[src/rtl/apb_master_bridge_pkg.sv]
// Shared APB bridge definitions: FSM state encoding, address-map constants, slave limit.
// Latency: n/a (types and constants only).
// Backpressure: n/a. Ports: none.
package apb_pkg;

  typedef enum logic [1:0] {
    IDLE   = 2'd0,
    SETUP  = 2'd1,
    ACCESS = 2'd2
  } apb_state_t;

  // Peripheral window is addr[31:28] == APB_REGION; the slave index sits at addr[15:12].
  localparam logic [3:0] APB_REGION     = 4'h1;
  localparam int         SLV_IDX_LSB    = 12;
  localparam int         NUM_SLAVES_MAX = 16;

endpackage

[src/rtl/apb_master_bridge_if.sv]
// Bundle of core-side request/response and APB bus signals for the bridge.
// Latency: n/a (wires only).
// Backpressure: none; the core waits for the ready strobe.
// Ports (master = bridge): req/addr/we/wdata in, rdata/ready/err out,
//   PADDR/PWRITE/PWDATA/PENABLE/PSEL out, PRDATA/PREADY in.
interface apb_master_bridge_if #(
  parameter int NUM_SLAVES = 4
);

  logic                     req;
  logic [31:0]              addr;
  logic                     we;
  logic [31:0]              wdata;
  logic [31:0]              rdata;
  logic                     ready;
  logic                     err;

  logic [31:0]              PADDR;
  logic                     PWRITE;
  logic [31:0]              PWDATA;
  logic                     PENABLE;
  logic [NUM_SLAVES-1:0]    PSEL;
  logic [NUM_SLAVES*32-1:0] PRDATA;
  logic [NUM_SLAVES-1:0]    PREADY;

  // The bridge side.
  modport master (
    input  req, addr, we, wdata, PRDATA, PREADY,
    output rdata, ready, err, PADDR, PWRITE, PWDATA, PENABLE, PSEL
  );

  // The environment side: core plus APB slaves.
  modport slave (
    output req, addr, we, wdata, PRDATA, PREADY,
    input  rdata, ready, err, PADDR, PWRITE, PWDATA, PENABLE, PSEL
  );

endinterface

[src/rtl/apb_master_bridge_addr_decoder.sv]
// Combinational address decode into {mapped, slave index}.
// Latency: 0 cycles.
// Backpressure: none.
// Ports: addr in (32); mapped out (1); idx out (4).
module apb_addr_decoder
  import apb_pkg::*;
#(
  parameter int NUM_SLAVES = 4
) (
  input  logic [31:0] addr,
  output logic        mapped,
  output logic [3:0]  idx
);

  logic in_region;
  logic unused_addr_bits;

  always_comb begin
    idx       = addr[SLV_IDX_LSB +: 4];
    in_region = (addr[31:28] == APB_REGION);
    // Index values at or above NUM_SLAVES fall in the window but have no slave behind them.
    mapped    = in_region && ({28'd0, idx} < 32'(NUM_SLAVES));
  end

  // Offset bits are the slave's business, not the decoder's.
  assign unused_addr_bits = ^{addr[27:16], addr[11:0]};

endmodule

[src/rtl/apb_master_bridge.sv]
// APB initiator: single-cycle core request -> SETUP/ACCESS transfer -> one-cycle ready/err strobe.
// Latency: 3 cycles req->ready with zero-wait slave, +1 per wait cycle; 1 cycle if unmapped; TIMEOUT+2 on abort.
// Backpressure: one transfer at a time; req outside IDLE is dropped, not queued.
// Ports: PCLK, PRESET (async, active-low); bus (master modport): core req/addr/we/wdata -> rdata/ready/err,
//   APB PADDR/PWRITE/PWDATA/PENABLE/PSEL out, PRDATA/PREADY in.
module apb_master_bridge
  import apb_pkg::*;
#(
  parameter int NUM_SLAVES = 4,   // 1..NUM_SLAVES_MAX
  parameter int TIMEOUT    = 255  // >= 2
) (
  input logic                 PCLK,
  input logic                 PRESET,
  apb_master_bridge_if.master bus
);

  localparam logic [1:0] ST_IDLE   = IDLE;
  localparam logic [1:0] ST_SETUP  = SETUP;
  localparam logic [1:0] ST_ACCESS = ACCESS;

  localparam int               CNT_W    = $clog2(TIMEOUT + 1);
  // Abort decision is taken on the edge where the counter would step onto TIMEOUT.
  localparam logic [CNT_W-1:0] CNT_LAST = CNT_W'(TIMEOUT - 1);

  logic [1:0]            state_q,   state_d;
  logic [3:0]            idx_q,     idx_d;
  logic [31:0]           paddr_q,   paddr_d;
  logic                  pwrite_q,  pwrite_d;
  logic [31:0]           pwdata_q,  pwdata_d;
  logic [NUM_SLAVES-1:0] psel_q,    psel_d;
  logic                  penable_q, penable_d;
  logic [CNT_W-1:0]      cnt_q,     cnt_d;
  logic [31:0]           rdata_q,   rdata_d;
  logic                  ready_q,   ready_d;
  logic                  err_q,     err_d;

  logic                  dec_mapped;
  logic [3:0]            dec_idx;
  logic [NUM_SLAVES-1:0] dec_onehot;
  logic                  pready_sel;
  logic [31:0]           prdata_sel;

  apb_addr_decoder #(
    .NUM_SLAVES(NUM_SLAVES)
  ) u_dec (
    .addr  (bus.addr),
    .mapped(dec_mapped),
    .idx   (dec_idx)
  );

  // One-hot select for the incoming request, and the return-path mux for the latched slave.
  // Only the latched slave's PREADY/PRDATA are ever looked at.
  always_comb begin
    dec_onehot = '0;
    pready_sel = 1'b0;
    prdata_sel = '0;
    for (int i = 0; i < NUM_SLAVES; i++) begin
      dec_onehot[i] = (dec_idx == 4'(i));
      if (idx_q == 4'(i)) begin
        pready_sel = bus.PREADY[i];
        prdata_sel = bus.PRDATA[i*32 +: 32];
      end
    end
  end

  always_comb begin
    state_d   = state_q;
    idx_d     = idx_q;
    paddr_d   = paddr_q;
    pwrite_d  = pwrite_q;
    pwdata_d  = pwdata_q;
    psel_d    = psel_q;
    penable_d = penable_q;
    cnt_d     = cnt_q;
    rdata_d   = rdata_q;
    ready_d   = 1'b0;
    err_d     = 1'b0;

    case (state_q)
      ST_IDLE: begin
        if (bus.req) begin
          if (dec_mapped) begin
            state_d   = ST_SETUP;
            idx_d     = dec_idx;
            paddr_d   = bus.addr;
            pwrite_d  = bus.we;
            pwdata_d  = bus.wdata;
            psel_d    = dec_onehot;
            penable_d = 1'b0;
          end else begin
            // Unmapped: answer immediately with an error, bus untouched.
            ready_d = 1'b1;
            err_d   = 1'b1;
            rdata_d = '0;
          end
        end
      end

      ST_SETUP: begin
        state_d   = ST_ACCESS;
        penable_d = 1'b1;
        cnt_d     = '0;
      end

      ST_ACCESS: begin
        // PREADY is checked first so a response on the timeout edge still completes.
        if (pready_sel) begin
          state_d   = ST_IDLE;
          psel_d    = '0;
          penable_d = 1'b0;
          ready_d   = 1'b1;
          rdata_d   = pwrite_q ? 32'd0 : prdata_sel;
        end else if (cnt_q == CNT_LAST) begin
          state_d   = ST_IDLE;
          psel_d    = '0;
          penable_d = 1'b0;
          cnt_d     = cnt_q + CNT_W'(1);
          ready_d   = 1'b1;
          err_d     = 1'b1;
          rdata_d   = '0;
        end else begin
          cnt_d = cnt_q + CNT_W'(1);
        end
      end

      default: begin
        state_d   = ST_IDLE;
        psel_d    = '0;
        penable_d = 1'b0;
      end
    endcase
  end

  always_ff @(posedge PCLK or negedge PRESET) begin
    if (!PRESET) begin
      state_q   <= ST_IDLE;
      idx_q     <= '0;
      paddr_q   <= '0;
      pwrite_q  <= 1'b0;
      pwdata_q  <= '0;
      psel_q    <= '0;
      penable_q <= 1'b0;
      cnt_q     <= '0;
      rdata_q   <= '0;
      ready_q   <= 1'b0;
      err_q     <= 1'b0;
    end else begin
      state_q   <= state_d;
      idx_q     <= idx_d;
      paddr_q   <= paddr_d;
      pwrite_q  <= pwrite_d;
      pwdata_q  <= pwdata_d;
      psel_q    <= psel_d;
      penable_q <= penable_d;
      cnt_q     <= cnt_d;
      rdata_q   <= rdata_d;
      ready_q   <= ready_d;
      err_q     <= err_d;
    end
  end

  assign bus.PADDR   = paddr_q;
  assign bus.PWRITE  = pwrite_q;
  assign bus.PWDATA  = pwdata_q;
  assign bus.PSEL    = psel_q;
  assign bus.PENABLE = penable_q;
  assign bus.rdata   = rdata_q;
  assign bus.ready   = ready_q;
  assign bus.err     = err_q;

endmodule

[src/flat_wrapper.sv]
// flat-port wrapper written by rule: the top's interface ports become plain ports
module apb_master_bridge_flat import apb_pkg::*;
#(
  parameter int NUM_SLAVES = 4,                       
  parameter int TIMEOUT    = 255         
)
  (PCLK, PRESET, bus_req, bus_addr, bus_we, bus_wdata, bus_PRDATA, bus_PREADY, bus_rdata, bus_ready, bus_err, bus_PADDR, bus_PWRITE, bus_PWDATA, bus_PENABLE, bus_PSEL);
  apb_master_bridge_if #(.NUM_SLAVES(NUM_SLAVES)) bus_i ();
  input logic PCLK;
  input logic PRESET;
  input wire logic [$bits(bus_i.req)-1:0] bus_req;
  input wire logic [$bits(bus_i.addr)-1:0] bus_addr;
  input wire logic [$bits(bus_i.we)-1:0] bus_we;
  input wire logic [$bits(bus_i.wdata)-1:0] bus_wdata;
  input wire logic [$bits(bus_i.PRDATA)-1:0] bus_PRDATA;
  input wire logic [$bits(bus_i.PREADY)-1:0] bus_PREADY;
  output wire logic [$bits(bus_i.rdata)-1:0] bus_rdata;
  output wire logic [$bits(bus_i.ready)-1:0] bus_ready;
  output wire logic [$bits(bus_i.err)-1:0] bus_err;
  output wire logic [$bits(bus_i.PADDR)-1:0] bus_PADDR;
  output wire logic [$bits(bus_i.PWRITE)-1:0] bus_PWRITE;
  output wire logic [$bits(bus_i.PWDATA)-1:0] bus_PWDATA;
  output wire logic [$bits(bus_i.PENABLE)-1:0] bus_PENABLE;
  output wire logic [$bits(bus_i.PSEL)-1:0] bus_PSEL;
  assign bus_i.req = bus_req;
  assign bus_i.addr = bus_addr;
  assign bus_i.we = bus_we;
  assign bus_i.wdata = bus_wdata;
  assign bus_i.PRDATA = bus_PRDATA;
  assign bus_i.PREADY = bus_PREADY;
  assign bus_rdata = bus_i.rdata;
  assign bus_ready = bus_i.ready;
  assign bus_err = bus_i.err;
  assign bus_PADDR = bus_i.PADDR;
  assign bus_PWRITE = bus_i.PWRITE;
  assign bus_PWDATA = bus_i.PWDATA;
  assign bus_PENABLE = bus_i.PENABLE;
  assign bus_PSEL = bus_i.PSEL;
  apb_master_bridge #(.NUM_SLAVES(NUM_SLAVES), .TIMEOUT(TIMEOUT)) u_core (.PCLK(PCLK), .PRESET(PRESET), .bus(bus_i));
endmodule
[config.mk]
export PLATFORM = sky130hd
export DESIGN_NAME = apb_master_bridge_flat
export DESIGN_NICKNAME = d
export VERILOG_FILES = /design/src/rtl/apb_master_bridge_pkg.sv /design/src/rtl/apb_master_bridge_if.sv /design/src/rtl/apb_master_bridge_addr_decoder.sv /design/src/rtl/apb_master_bridge.sv /design/src/flat_wrapper.sv
export SDC_FILE = /design/constraint.sdc
export NUM_CORES = 1
export LEC_CHECK = 0
export BUFFER_PORTS_ARGS = -buffer_cell sky130_fd_sc_hd__buf_2
export CORE_AREA = 4 4 116 118
export CTS_CLUSTER_DIAMETER = 120
export DETAILED_ROUTE_END_ITERATION = 12
export DIE_AREA = 0 0 120 122
export PLACE_DENSITY_LB_ADDON = 0.3
export SYNTH_ARGS = -nofsm -noshare
export SYNTH_HDL_FRONTEND = slang
export SYNTH_HIERARCHICAL = 1
export SYNTH_SLANG_ARGS = --single-unit
[constraint.sdc]
create_clock -name PCLK -period 2.1 [get_ports PCLK]
set_input_delay 0.315 -clock PCLK [delete_from_list [all_inputs] [get_ports PCLK]]
set_output_delay 0.315 -clock PCLK [all_outputs]
set_load 0.05 [all_outputs]
==> impl_summary.md, run 1 <==
Floorplan
The area enclosed by the die boundary is between 10000 and 15000 sq um. The count of pins on the block boundary is just over 300. The area inside the core boundary is 12500 sq um. The die is about 120 um wide. For this configuration, the core starts out at a cell density of 0.439. The cell row count is slightly above 40. The die is 122 um tall.

Yosys
The share of the synthesized area in the top cell type is 0.535. The number of warning messages in the yosys log is 6. The mean post-synth cell area is 13.9 sq um.

The most common cell in the synthesized netlist is dfrtp_1. Synthesis instantiated 39 different standard cells from the library. The commonest cells after synthesis are dfrtp_1 (117), mux2_2 (99), a22o_1 (17), mux4_2 (17), o22ai_1 (16).

In the synthesized netlist, the number of instances is 394. The cell area that synthesis handed to floorplanning was about 5500 sq um. The sequential area share after synthesis is 0.535. Counting flops and latches in the post-synthesis netlist gives 117. The library cell occupying the most area in the post-synthesis netlist is dfrtp_1. Counting flops with a built-in enable in the synthesized netlist gives 0. Ranked by total cell area, the synthesized netlist is headed by dfrtp_1 (53%), mux2_2 (20%), mux4_2 (7.0%), a22o_1 (2.7%), o2bb2ai_1 (2.4%). The number of nets produced by synthesis is just under 600.

After synthesis, the share of flip-flops with an asynchronous set or reset is 1.00. The dominant synthesized flop cell is dfrtp_1.

Status
The flow ran to the end, and the final reports show no timing, DRC or antenna violations.

STA
The number of max-slew violations in the final report is 0. Setup violations remaining at the end of the flow were counted as 0. The total count of hold-check failures in the final report is 0. The worst path needs roughly 2000 ps of the cycle, external delays included.

Hold timing on the final database bottoms out at a slack of ~130 ps. Setup repair after global routing left no endpoint under its margin. Dividing the final minimum period by the clock period gives 0.948. Clock skew on the completed layout was measured at between 6 and 7 ps. The worst pin sits at a relative slew slack of 0.632. Derived from the worst setup path, the maximum achievable clock frequency is between 500 and 600 MHz. At the pin with the least slew margin, the transition time is ~550 ps. The post-route worst setup slack is 108 ps.

Drt
In the final routed layout, each cell accounts on average for approximately 19 um. For this run, design rule violations remaining after detail routing come to 0. The number of nets still failing antenna checks after routing is 0. The first routing iteration left 188 violations. The routed layout has between 4k and 5k vias. Before antenna repair, the detailed router went through 4 iterations. The detail-routed via count per cell is approximately 5.3. The routed design has around 16 mm of wire.

Power
Dividing total power by cell area gives a power density of 970 nW/um^2. The analysis attributes to cell leakage a power of 4.11 nW. Across the VDD grid, the largest voltage drop is approximately 0.00064 V.

The total power consumption of the routed design is 7.70 mW.

Critical path
The path depth of the worst reg2reg path is 4. The maximum fanout along the worst path is 15. The worst path required time is between 2000 and 2500 ps. The logic depth of the worst setup path including buffers is 4. In this design, the stage delay of the slowest critical-path cell is approximately 600 ps. The launching element type of the critical path is a register.

The endpoint of the most critical setup path is u_core/bus.rdata[8]. The critical path goes through or3b_1 > o22a_1 > or3_1 > o2bb2ai_1. The worst register-to-register path has a setup slack of 110 ps.

The critical path is of the reg2reg type. The buffers plus inverters on the worst setup path is 0. The slowest library cell on the worst path is or3_1.

STA classifies the critical path endpoint as a register. The startpoint identified for the worst register-to-register timing path is u_core/idx_q[3]. The critical register-to-register path endpoint is u_core/bus.rdata[8]. The most critical setup path has its startpoint at u_core/idx_q[3]. The category of cells accounting for the largest share of critical-path delay is simple AND/OR/NAND/NOR gates. At the worst endpoint, the arrival time is around 2300 ps.

GRT
The total congestion overflow after global routing is 0. The aggregate global-route resource usage is 0.226. The via count of the first global-routing pass was ~5.0k. The pin count of the biggest net entering global routing is 56. The first global-routing pass estimated ~26 mm of wire. The initial antenna violation count is 0.

Place
The number of placed instances with taps included is around 850. Once detailed placement completed, the half-perimeter wirelength came to 12.7 mm. Routability-driven placement finished with a final weighted congestion of a little under 0.9. Prior to clock tree synthesis, the placed netlist has a worst setup slack of -187 ps. The count of buffers added on input and output ports is 303.

Cells and area
The area growth from synthesis to layout is 44.9%. The number of diodes is 0. The share of final-layout standard cells stronger than drive strength 1 is 0.664. Across the whole layout, storage elements account for 2930 sq um. The multi-input combinational cells in the finished layout cover a total of about 2400 sq um. The final layout net count is 903.

Measured on the finished design, the core utilization comes to 0.636. The final cell count without fillers is ~900. The filler cells instantiated in the layout total 987.

Clock tree
The clock transition at the registers of the reported paths is around 50 ps. The number of sinks driven by the clock tree is approximately 120. The worst-case clock buffer depth is 2. The TritonCTS clock tree is yes. The clock root buffer master is clkbuf_16. At the later pin of the worst-skew pair, clock insertion delay measures between 400 and 500 ps. Once the clock tree was built, the setup fixing pass inserted 0 buffers. The number of H-tree levels is 4. The number of buffers added by the clock tree synthesis step is 17.

Hold path
The tightest min-delay check is of the in2reg type.

Run
The max-cap violation count is 0.
-- logic make-up after synthesis --
group / count (synthesis) / synth area share
flip-flops: 117 / 0.535
adder cells (fa/ha/maj): 2 / 0.00457
buffers and inverters: 38 / 0.0327
AND/OR/NAND/NOR: 45 / 0.0439
AO/OA/AOI/OAI: 74 / 0.107
multiplexers: 118 / 0.277
-- timing repair --
action                                 CTS  global route
setup endpoints to repair                0             5
hold buffers                             1             0
resized for setup                        0             2
endpoints found under the hold margin   12             0
-- placed cells by master (no fill, tap or decap), types with 2 or more instances in the layout --
cell type and n:
buf_2 302, dfrtp_1 116, mux2_2 99, clkbuf_16 17, mux4_2 17, a22o_1 17
o22ai_1 16, o2bb2ai_1 15, buf_4 14, nand2_1 10, nor2_1 8, nand3_1 8
o311ai_0 7, clkbuf_8 5, bufinv_16 5, inv_1 5, a32o_1 4, o21ai_0 4
buf_12 4, nand2b_1 3, nor3_1 3, nor4_1 3, a22oi_1 3, clkbuf_1 2
clkinv_2 2, or3_1 2, nor3_2 2, ha_1 2
-- power by group --
| part | switching, mW | internal, mW |
|---|---|---|
| clock | 0.965 | 2.26 |
| combinational | 1.15 | 0.671 |
| sequential | 0.168 | 2.48 |
| total | 2.28 | 5.41 |
-- metrics by stage --
| stage | instance area (sq um) | TNS, ps |
|---|---|---|
| finish | 7930 | 0 |
| global placement | 7240 | -8010 |
| CTS | 7920 | 0 |
| floorplan | 5500 | 0 |
| detailed placement | 7240 | -9860 |
| global route | 7930 | 0 |
-- final cells by class --
class / count / area share
clock buffers: 24 / 0.0632
clock inverters: 8 / 0.0211
inverters: 5 / 0.00237
multi-input cells: 239 / 0.302
flip-flops and latches: 117 / 0.369
well taps: 172 / 0.0271
repair buffers: 321 / 0.215
-- layer usage --
metal,vias to the layer above,wire [um],global-route usage
met3,20,1730,0.0919
met5,-,0,0
met4,0,229,0.0716
met1,2269,6330,0.266
met2,238,8160,0.380
li1,2127,-,-
-- how the worst min path moves through the flow --
| stage | slack (ps) | start | end | cells past startpoint |
|---|---|---|---|---|
| after floorplan | 20 | PRESET | u_core/bus.PADDR[0] | 0 |
| after global placement | 190 | PRESET | u_core/bus.err | 1 |
| after detailed placement | 190 | PRESET | u_core/bus.err | 1 |
| after CTS | 120 | bus_addr[25] | u_core/bus.PADDR[25] | 2 |
| after global routing | 120 | bus_addr[10] | u_core/bus.PADDR[10] | 2 |
| final | 130 | bus_addr[25] | u_core/bus.PADDR[25] | 2 |
-- registers in the layout (all words and copies together), names as in the netlist --
name,count
u_core/bus.PADDR,32
u_core/bus.PENABLE,1
u_core/bus.PSEL,4
u_core/bus.PWDATA,32
u_core/bus.PWRITE,1
u_core/bus.err,1
u_core/bus.rdata,32
u_core/bus.ready,1
u_core/cnt_q,8
u_core/idx_q,4
u_core/state_q,1
Note: power is estimated with default switching activity, not from simulation.
==> run 2, diff against run 1 <==
--- a/config.mk
+++ b/config.mk
@@ -5,11 +5,12 @@
 export SDC_FILE = /design/constraint.sdc
 export NUM_CORES = 1
 export LEC_CHECK = 0
+export ABC_AREA = 1
 export BUFFER_PORTS_ARGS = -buffer_cell sky130_fd_sc_hd__buf_2
-export CORE_AREA = 4 4 116 118
+export CORE_AREA = 4 4 118 120
 export CTS_CLUSTER_DIAMETER = 120
 export DETAILED_ROUTE_END_ITERATION = 12
-export DIE_AREA = 0 0 120 122
+export DIE_AREA = 0 0 122 124
 export PLACE_DENSITY_LB_ADDON = 0.3
 export SYNTH_ARGS = -nofsm -noshare
 export SYNTH_HDL_FRONTEND = slang
==> impl_summary.md, run 2 <==
Floorplan
The die outline width was 122 um (+1.7%). The cell row count is 42 (+2.4%). The area enclosed by the die boundary is 15100 sq um (+3.3%).

The starting density of the core came to 0.439 (about the same). The count of pins on the block boundary came to 304 (unchanged). The area inside the core boundary is 13000 sq um (+4.1%). The floorplan die height is 124 um (+1.6%).

GRT
The pin count of the biggest net entering global routing came to 74 (+32%). The initial antenna violation count came to 0 (unchanged). The via count of the first global-routing pass came to 5520 (+10%). The aggregate global-route resource usage is 0.227 (+0.000673). The wire length of the first global-routing pass was 26.8 mm (+3.5%). The total congestion overflow after global routing was 0 (unchanged).

Power
The power per unit of standard cell area is 879 nW/um^2 (-9.4%). The cell-internal power is 4.57 mW (-16%). The maximum resistive drop on vdd is 0.000463 V (-27%). The cell leakage power is 4.82 nW (+17%).

The share of power burned in the clock network is 0.384 (-0.035). The switching share of power is 0.345 (+0.0482). The switching component of the power came to 2.41 mW (+5.4%). The sequential share of power is 0.370 (+0.026). The share of total power in combinational logic is 0.245 (+0.008).

Yosys
The number of distinct standard cells referenced by the synthesized netlist is 24 (-38%). The count of flip-flops with a built-in enable after synthesis is 0 (unchanged). The share of the synthesized area in the top cell type is 0.514 (-0.0211). The mean post-synth cell area was 7.44 sq um (-46%). The most used flip-flop cell after synthesis is dfrtp_1. The fraction of registers with async set or reset after synthesis was 1.00 (unchanged). By area the synthesized netlist is led by dfrtp_1 (51%), nand2_1 (25%), nand3_1 (7.1%), o21ai_0 (4.0%), inv_1 (3.6%). The synthesized design spends more area on one cell type than any other, namely dfrtp_1. The number of synthesized register bits is 117 (unchanged). The synthesized instance count is 766 (+94%).

By instance count, the leading cell after synthesis is nand2_1. The number of warning messages in the yosys log is 6 (unchanged). The number of nets produced by synthesis is 968 (+62%). By count the netlist is led by nand2_1 (387), dfrtp_1 (117), nand3_1 (81). The cell area after synthesis is 5700 sq um (+4.1%). The sequential area share after synthesis came to 0.514 (-0.0211).

STA
The slew at the pin closest to its max-slew limit is 704 ps (+152 ps). The worst clock skew on the final layout is 19.2 ps (+12.9 ps). The final period demand of the worst path is 1700 ps (-287 ps). Setup repair after global routing left no endpoint under its margin.

The relative max-transition margin came to 0.531 (-0.101). The aggregate negative setup slack is 0 ps (unchanged). The total count of hold-check failures in the final report was 0 (unchanged). The fmax is 587 MHz (+17%).

The fraction of the cycle the final worst path needs is 0.812 (-0.137). The final count of negative-setup-slack endpoints is 0 (unchanged). The number of max-slew violations in the final report is 0 (unchanged). The minimum hold slack is 95.9 ps (-38.9 ps).

Critical path
The path depth of the worst reg2reg path is 9 (+5). By startpoint and endpoint, the worst setup path is classified as reg2reg. The launching element type of the critical path is a register. The arrival time of the worst setup path is 2030 ps (-290 ps). The slack of the worst reg-to-reg path is 400 ps (+290 ps). The critical register-to-register path endpoint is u_core/bus.rdata[20].

The maximum fanout along the worst path came to 33 (+18). The worst path required time came to 2430 ps (about the same). STA classifies the critical path endpoint as a register. The reg-to-reg startpoint is u_core/idx_q[3].

Hold path
The startpoint identified for the worst hold timing path is bus_addr[20]. The class of the tightest hold or removal check is in2reg. The hold-critical path endpoint is u_core/bus.PADDR[20]. The number of cells on the worst hold path is 3 (+1).

Run
The max-cap violation count is 0 (unchanged).

Drt
The number of nets still failing antenna checks after routing came to 0 (unchanged). The final routed DRC violation total was 0 (unchanged). The wire length reported by the detailed router was 17.7 mm (+7.9%).

The total number of vias is 5846 (+26%). The number of DRC markers after the initial detailed-route iteration is 359 (+91%). The per-cell routed wire length is 14.2 um (-23%). The detail-routed via count per cell is 4.69 (-11%). The count of TritonRoute iterations in the first routing pass was 5 (+1).

Clock tree
The later-pin clock latency in the skew report is 410 ps (about the same). The number of H-tree levels is 4 (unchanged). The post-cts gate resize count was 0 (unchanged). The worst-case clock buffer depth is 2 (unchanged). The clock root buffer master is clkbuf_16.

TritonCTS built the clock tree. The number of buffers added by the clock tree synthesis step is 17 (unchanged). The number of sinks driven by the clock tree is 117 (unchanged). The number of setup buffers added after CTS is 0 (unchanged). The clock transition at the registers of the reported paths came to 60 ps (about the same).

Status
The flow ran to the end, and the final reports show no timing, DRC or antenna violations.

Cells and area
The area taken by flip-flops and latches is 2930 sq um (about the same). The final layout net count is 1260 (+40%). The number of fill cells in the layout is 1223 (+24%). The number of diodes is 0 (unchanged). The area growth from synthesis to layout is 39.2%. The multi-input combinational cell area is 2360 sq um (-1.5%). The share of final-layout standard cells stronger than drive strength 1 is 0.336 (-0.328).

The library cells used most frequently in the layout, excluding fill and tap cells, are nand2_1 (387), buf_2 (302), dfrtp_1 (117). Leaving out fill and tap cells, the most frequent cell in the layout is nand2_1.

Place
The detailed placement HPWL came to 12.9 mm (+2.0%). The count of input and output buffers was 303 (unchanged). The routability congestion estimate is 0.846 (-2.9%).
[run 2: layout make-up]
| type | count | share of cell area |
|---|---|---|
| clock inverter | 14 | 0.0162 |
| sequential | 117 | 0.369 |
| inverter | 56 | 0.0265 |
| clock buffer | 18 | 0.0541 |
| timing repair buffer | 315 | 0.209 |
| multi-input combinational | 551 | 0.297 |
| tap | 176 | 0.0278 |
[run 2: layer usage]
metal  vias to the layer above  GRT usage  routed length (um)
met3                        25     0.0749                1760
met4                         0     0.0973                 369
met1                      2609      0.269                7110
met5                         -          0                   0
met2                       255      0.378                8510
li1                       2957          -                   -
[run 2: power groups by stage]
stage | Combinational (mW) | Sequential (mW) | Clock (mW)
2_1_floorplan | 0.531 | 3.21 | 0
3_3_place_gp | 1.69 | 2.62 | 0
3_5_place_dp | 1.72 | 2.61 | 0
4_1_cts | 1.72 | 2.58 | 2.76
5_1_grt | 1.86 | 2.61 | 2.86
6_report | 1.71 | 2.58 | 2.68
[run 2: worst max-delay path: stages, from the launching register on]
cell	delay (ps)
dfrtp_1	390
nor2_2	240
nand2_2	110
nor2_4	100
nand2_2	70
nand2_4	100
nand3_4	120
nand2_4	320
nand2_1	90
nand2_1	70
[run 2: through the flow]
| step | utilization | instance area [sq um] | setup slack, ps | std cells | total power [mW] |
|---|---|---|---|---|---|
| 5_1_grt | 0.611 | 7940 | 197 | 1247 | 7.32 |
| 2_1_floorplan | - | 5700 | 426 | 766 | 3.74 |
| 3_5_place_dp | 0.568 | 7370 | 401 | 1214 | 4.33 |
| 3_3_place_gp | 0.568 | 7370 | 445 | 1214 | 4.31 |
| 6_report | 0.611 | 7940 | 395 | 1247 | 6.98 |
| 4_1_cts | 0.611 | 7940 | 377 | 1247 | 7.07 |
[run 2: logic make-up (layout without fill, tap and decap cells)]
family | count (synthesis) | count (layout) | share of synthesized area
XOR/XNOR | 5 | 5 | 0.00768
buffers and inverters | 98 | 403 | 0.0746
flip-flops | 117 | 117 | 0.514
AND/OR/NAND/NOR | 497 | 497 | 0.358
AO/OA/AOI/OAI | 47 | 47 | 0.0413
adder cells (fa/ha/maj) | 2 | 2 | 0.00439
[run 2: repair_timing]
action / 4_1_cts / 5_1_grt
endpoints found under the setup margin: 0 / 0
endpoints found under the hold margin: 31 / 0
hold buffers: 1 / 0
[run 2: how the worst max path moves through the flow]
stage / end / slack, ps / start
2_1_floorplan: u_core/idx_q[0] / 430 / u_core/bus.PENABLE
4_1_cts: u_core/idx_q[1] / 380 / u_core/bus.PENABLE
5_1_grt: u_core/bus.rdata[27] / 200 / u_core/idx_q[3]
3_5_place_dp: u_core/idx_q[3] / 400 / u_core/bus.PENABLE
3_3_place_gp: u_core/idx_q[2] / 450 / bus_addr[31]
6_report: u_core/bus.rdata[20] / 400 / u_core/idx_q[3]
==> run 3, diff against run 2 <==
==> constraint.sdc (replaced) <==
create_clock -name PCLK -period 1.65 [get_ports PCLK]
set_input_delay 0.2475 -clock PCLK [delete_from_list [all_inputs] [get_ports PCLK]]
set_output_delay 0.2475 -clock PCLK [all_outputs]
set_load 0.05 [all_outputs]
==> impl_summary.md, run 3 (synthesis results as in run 2) <==
Clock tree
The number of sinks driven by the clock tree came to 117 (unchanged). The number of buffers added by the clock tree synthesis step was 17 (unchanged). The TritonCTS clock tree is yes. The clock root buffer master is clkbuf_16. The worst-case clock buffer depth was 2 (unchanged). The number of H-tree levels is 4 (unchanged). The later-pin clock latency in the skew report came to 400 ps (about the same). The clock transition at the registers of the reported paths was 60 ps (about the same).

Drt
The count of TritonRoute iterations in the first routing pass came to 5 (unchanged). The per-cell routed wire length came to 14.4 um (+1.5%). The total number of vias is 5927 (+1.4%). The wire length reported by the detailed router is 18.1 mm (+2.1%).

The number of nets still failing antenna checks after routing is 0 (unchanged). The number of DRC markers after the initial detailed-route iteration was 287 (-20%). The final routed DRC violation total is 0 (unchanged). The detail-routed via count per cell was 4.73 (+0.82%).

STA
The final count of negative-setup-slack endpoints is 0 (unchanged). The total count of hold-check failures in the final report came to 0 (unchanged). The relative max-transition margin is 0.744 (+0.213). The aggregate negative setup slack was 0 ps (unchanged). The fmax came to 659 MHz (+12%). The fraction of the cycle the final worst path needs was 0.920 (+0.108).

The slew at the pin closest to its max-slew limit came to 384 ps (-320 ps). The final period demand of the worst path came to 1520 ps (-187 ps). Setup repair after global routing could not meet its margin everywhere. The number of max-slew violations in the final report is 0 (unchanged). The worst clock skew on the final layout is 9.39 ps (-9.79 ps).

GRT
The total congestion overflow after global routing came to 0 (unchanged). The via count of the first global-routing pass is 5526 (+0.11%). The pin count of the biggest net entering global routing is 39 (-47%). The wire length of the first global-routing pass is 27.0 mm (+0.67%). The initial antenna violation count was 0 (unchanged).

The aggregate global-route resource usage is 0.229 (+0.00280).

Critical path
The worst path required time is 1980 ps (-450 ps). The critical path's largest stage delay is 460 ps (+70 ps). The maximum fanout along the worst path is 31 (-6.1%). The most common cell type on the critical path is nand3_1.

The arrival time of the worst setup path was 1850 ps (-180 ps). The buffers plus inverters on the worst setup path is 1 (+1). The critical path in this run is classified as reg2reg. The category of cells accounting for the largest share of critical-path delay is simple AND/OR/NAND/NOR gates.

The slowest library cell on the worst path is dfrtp_2. The worst setup path is launched from a register. STA classifies the critical path endpoint as a register.

The signal on the critical path passes through nor2_1 > nand3_1 > nand3_1 > nand2_4 > nor2_2 > buf_12 > nand3_1 > nand2_1.

Floorplan
The die outline width is 122 um (unchanged). The area inside the core boundary is 13000 sq um (unchanged). The count of pins on the block boundary is 304 (unchanged). The area enclosed by the die boundary is 15100 sq um (unchanged). The cell row count is 42 (unchanged). The starting density of the core is 0.439 (unchanged). The floorplan die height is 124 um (unchanged).

Status
The flow ran to the end, and the final reports show no timing, DRC or antenna violations.

Cells and area
In the layout the commonest cells are nand2_1 (386), buf_2 (302), dfrtp_1 (114). The share of final-layout standard cells stronger than drive strength 1 is 0.346 (+0.00988). The post-route cell area is 8190 sq um (+3.2%). From synthesis to final layout, the design area changed by 43.6%. The most common library cell in the layout ignoring fill and taps is nand2_1. The final layout net count was 1268 (+0.63%).

The number of diodes is 0 (unchanged).

Place
The cell area after placement is 7500 sq um (+1.7%). The routability congestion estimate is 0.851 (+0.61%). The count of input and output buffers is 303 (unchanged). The detailed placement HPWL is 13.3 mm (+2.5%).

Power
The maximum resistive drop on vdd was 0.000634 V (+37%). The power per unit of standard cell area is 1170 nW/um^2 (+33%). The cell leakage power is 4.92 nW (+2.1%).

Hold path
The path class of the tightest hold or removal check is in2reg.

Run
The max-cap violation count came to 0 (unchanged).
## run 3: cell types whose count changed in the layout (fill, tap and decap cells not counted), moves of 2 or more
cell	previous run	this run
buf_4	8	10
clkinvlp_4	3	1
dfrtp_1	117	114
clkinv_2	3	1
buf_12	4	10
bufinv_16	1	5
dfrtp_2	0	3
## run 3: path summary, 6_finish.rpt
kind | cells past startpoint | from | slack (ps) | to
setup / recovery | 8 | u_core/idx_q[1] | 130 | u_core/bus.rdata[18]
hold / removal | 3 | bus_addr[27] | 40 | u_core/bus.PADDR[27]
setup reg to reg | 8 | u_core/idx_q[1] | 130 | u_core/bus.rdata[18]
hold reg to reg | 2 | u_core/bus.rdata[16] | 460 | u_core/bus.rdata[16]
max in group asynchronous | 3 | PRESET | 790 | u_core/bus.PENABLE
min in group asynchronous | 2 | PRESET | 330 | u_core/bus.rdata[4]
## run 3: worst reg2reg max path: cells and delay by family, from the launching register on
family                 cells  cell delay [ps]
DFF                        1              460
buffers and inverters      1              200
and+or+nand+nor            7              780
## run 3: metal layers
metal | up-vias | routed length (um) | GRT usage | share of wire
li1 | 2970 | - | - | -
met1 | 2686 | 7190 | 0.268 | 0.40
met2 | 251 | 8840 | 0.394 | 0.49
met3 | 20 | 1760 | 0.0808 | 0.097
met4 | 0 | 319 | 0.0798 | 0.018
met5 | - | 0 | 0 | 0
## run 3: per-stage QoR
stage | total power, mW | utilization | worst slack [ps] | std cells | hold WS, ps
finish | 9.59 | 0.631 | 132 | 1254 | 36.4
global route | 10.0 | 0.631 | -11.7 | 1254 | 26.1
CTS | 9.68 | 0.629 | 19.6 | 1253 | 22.3
detailed placement | 5.59 | 0.578 | -10.3 | 1221 | 202
global placement | 5.57 | 0.578 | 54.0 | 1221 | 195
floorplan | 4.76 | - | 80.7 | 766 | -48.1
## run 3: power by group
group | total (mW) | internal, mW | switching (mW)
sequential | 3.29 | 3.13 | 0.163
clock | 4.04 | 2.69 | 1.34
combinational | 2.26 | 0.679 | 1.59
## run 3: repair_timing
action                                 CTS  global route
gates resized for setup                  1             5
hold buffers                             1             0
setup endpoints to repair               33            44
pin swaps                                0             2
endpoints found under the hold margin   19             0
buffers inserted                         0             1
## run 3: layout make-up
| type | count | area, sq um |
|---|---|---|
| Clock buffer | 17 | 425 |
| Clock inverter | 14 | 224 |
| Fill cell | 1183 | 4790 |
| Inverter | 56 | 210 |
| Multi-Input combinational cell | 551 | 2380 |
| Sequential cell | 117 | 2930 |
| Tap cell | 176 | 220 |
| Timing Repair Buffer | 323 | 1800 |
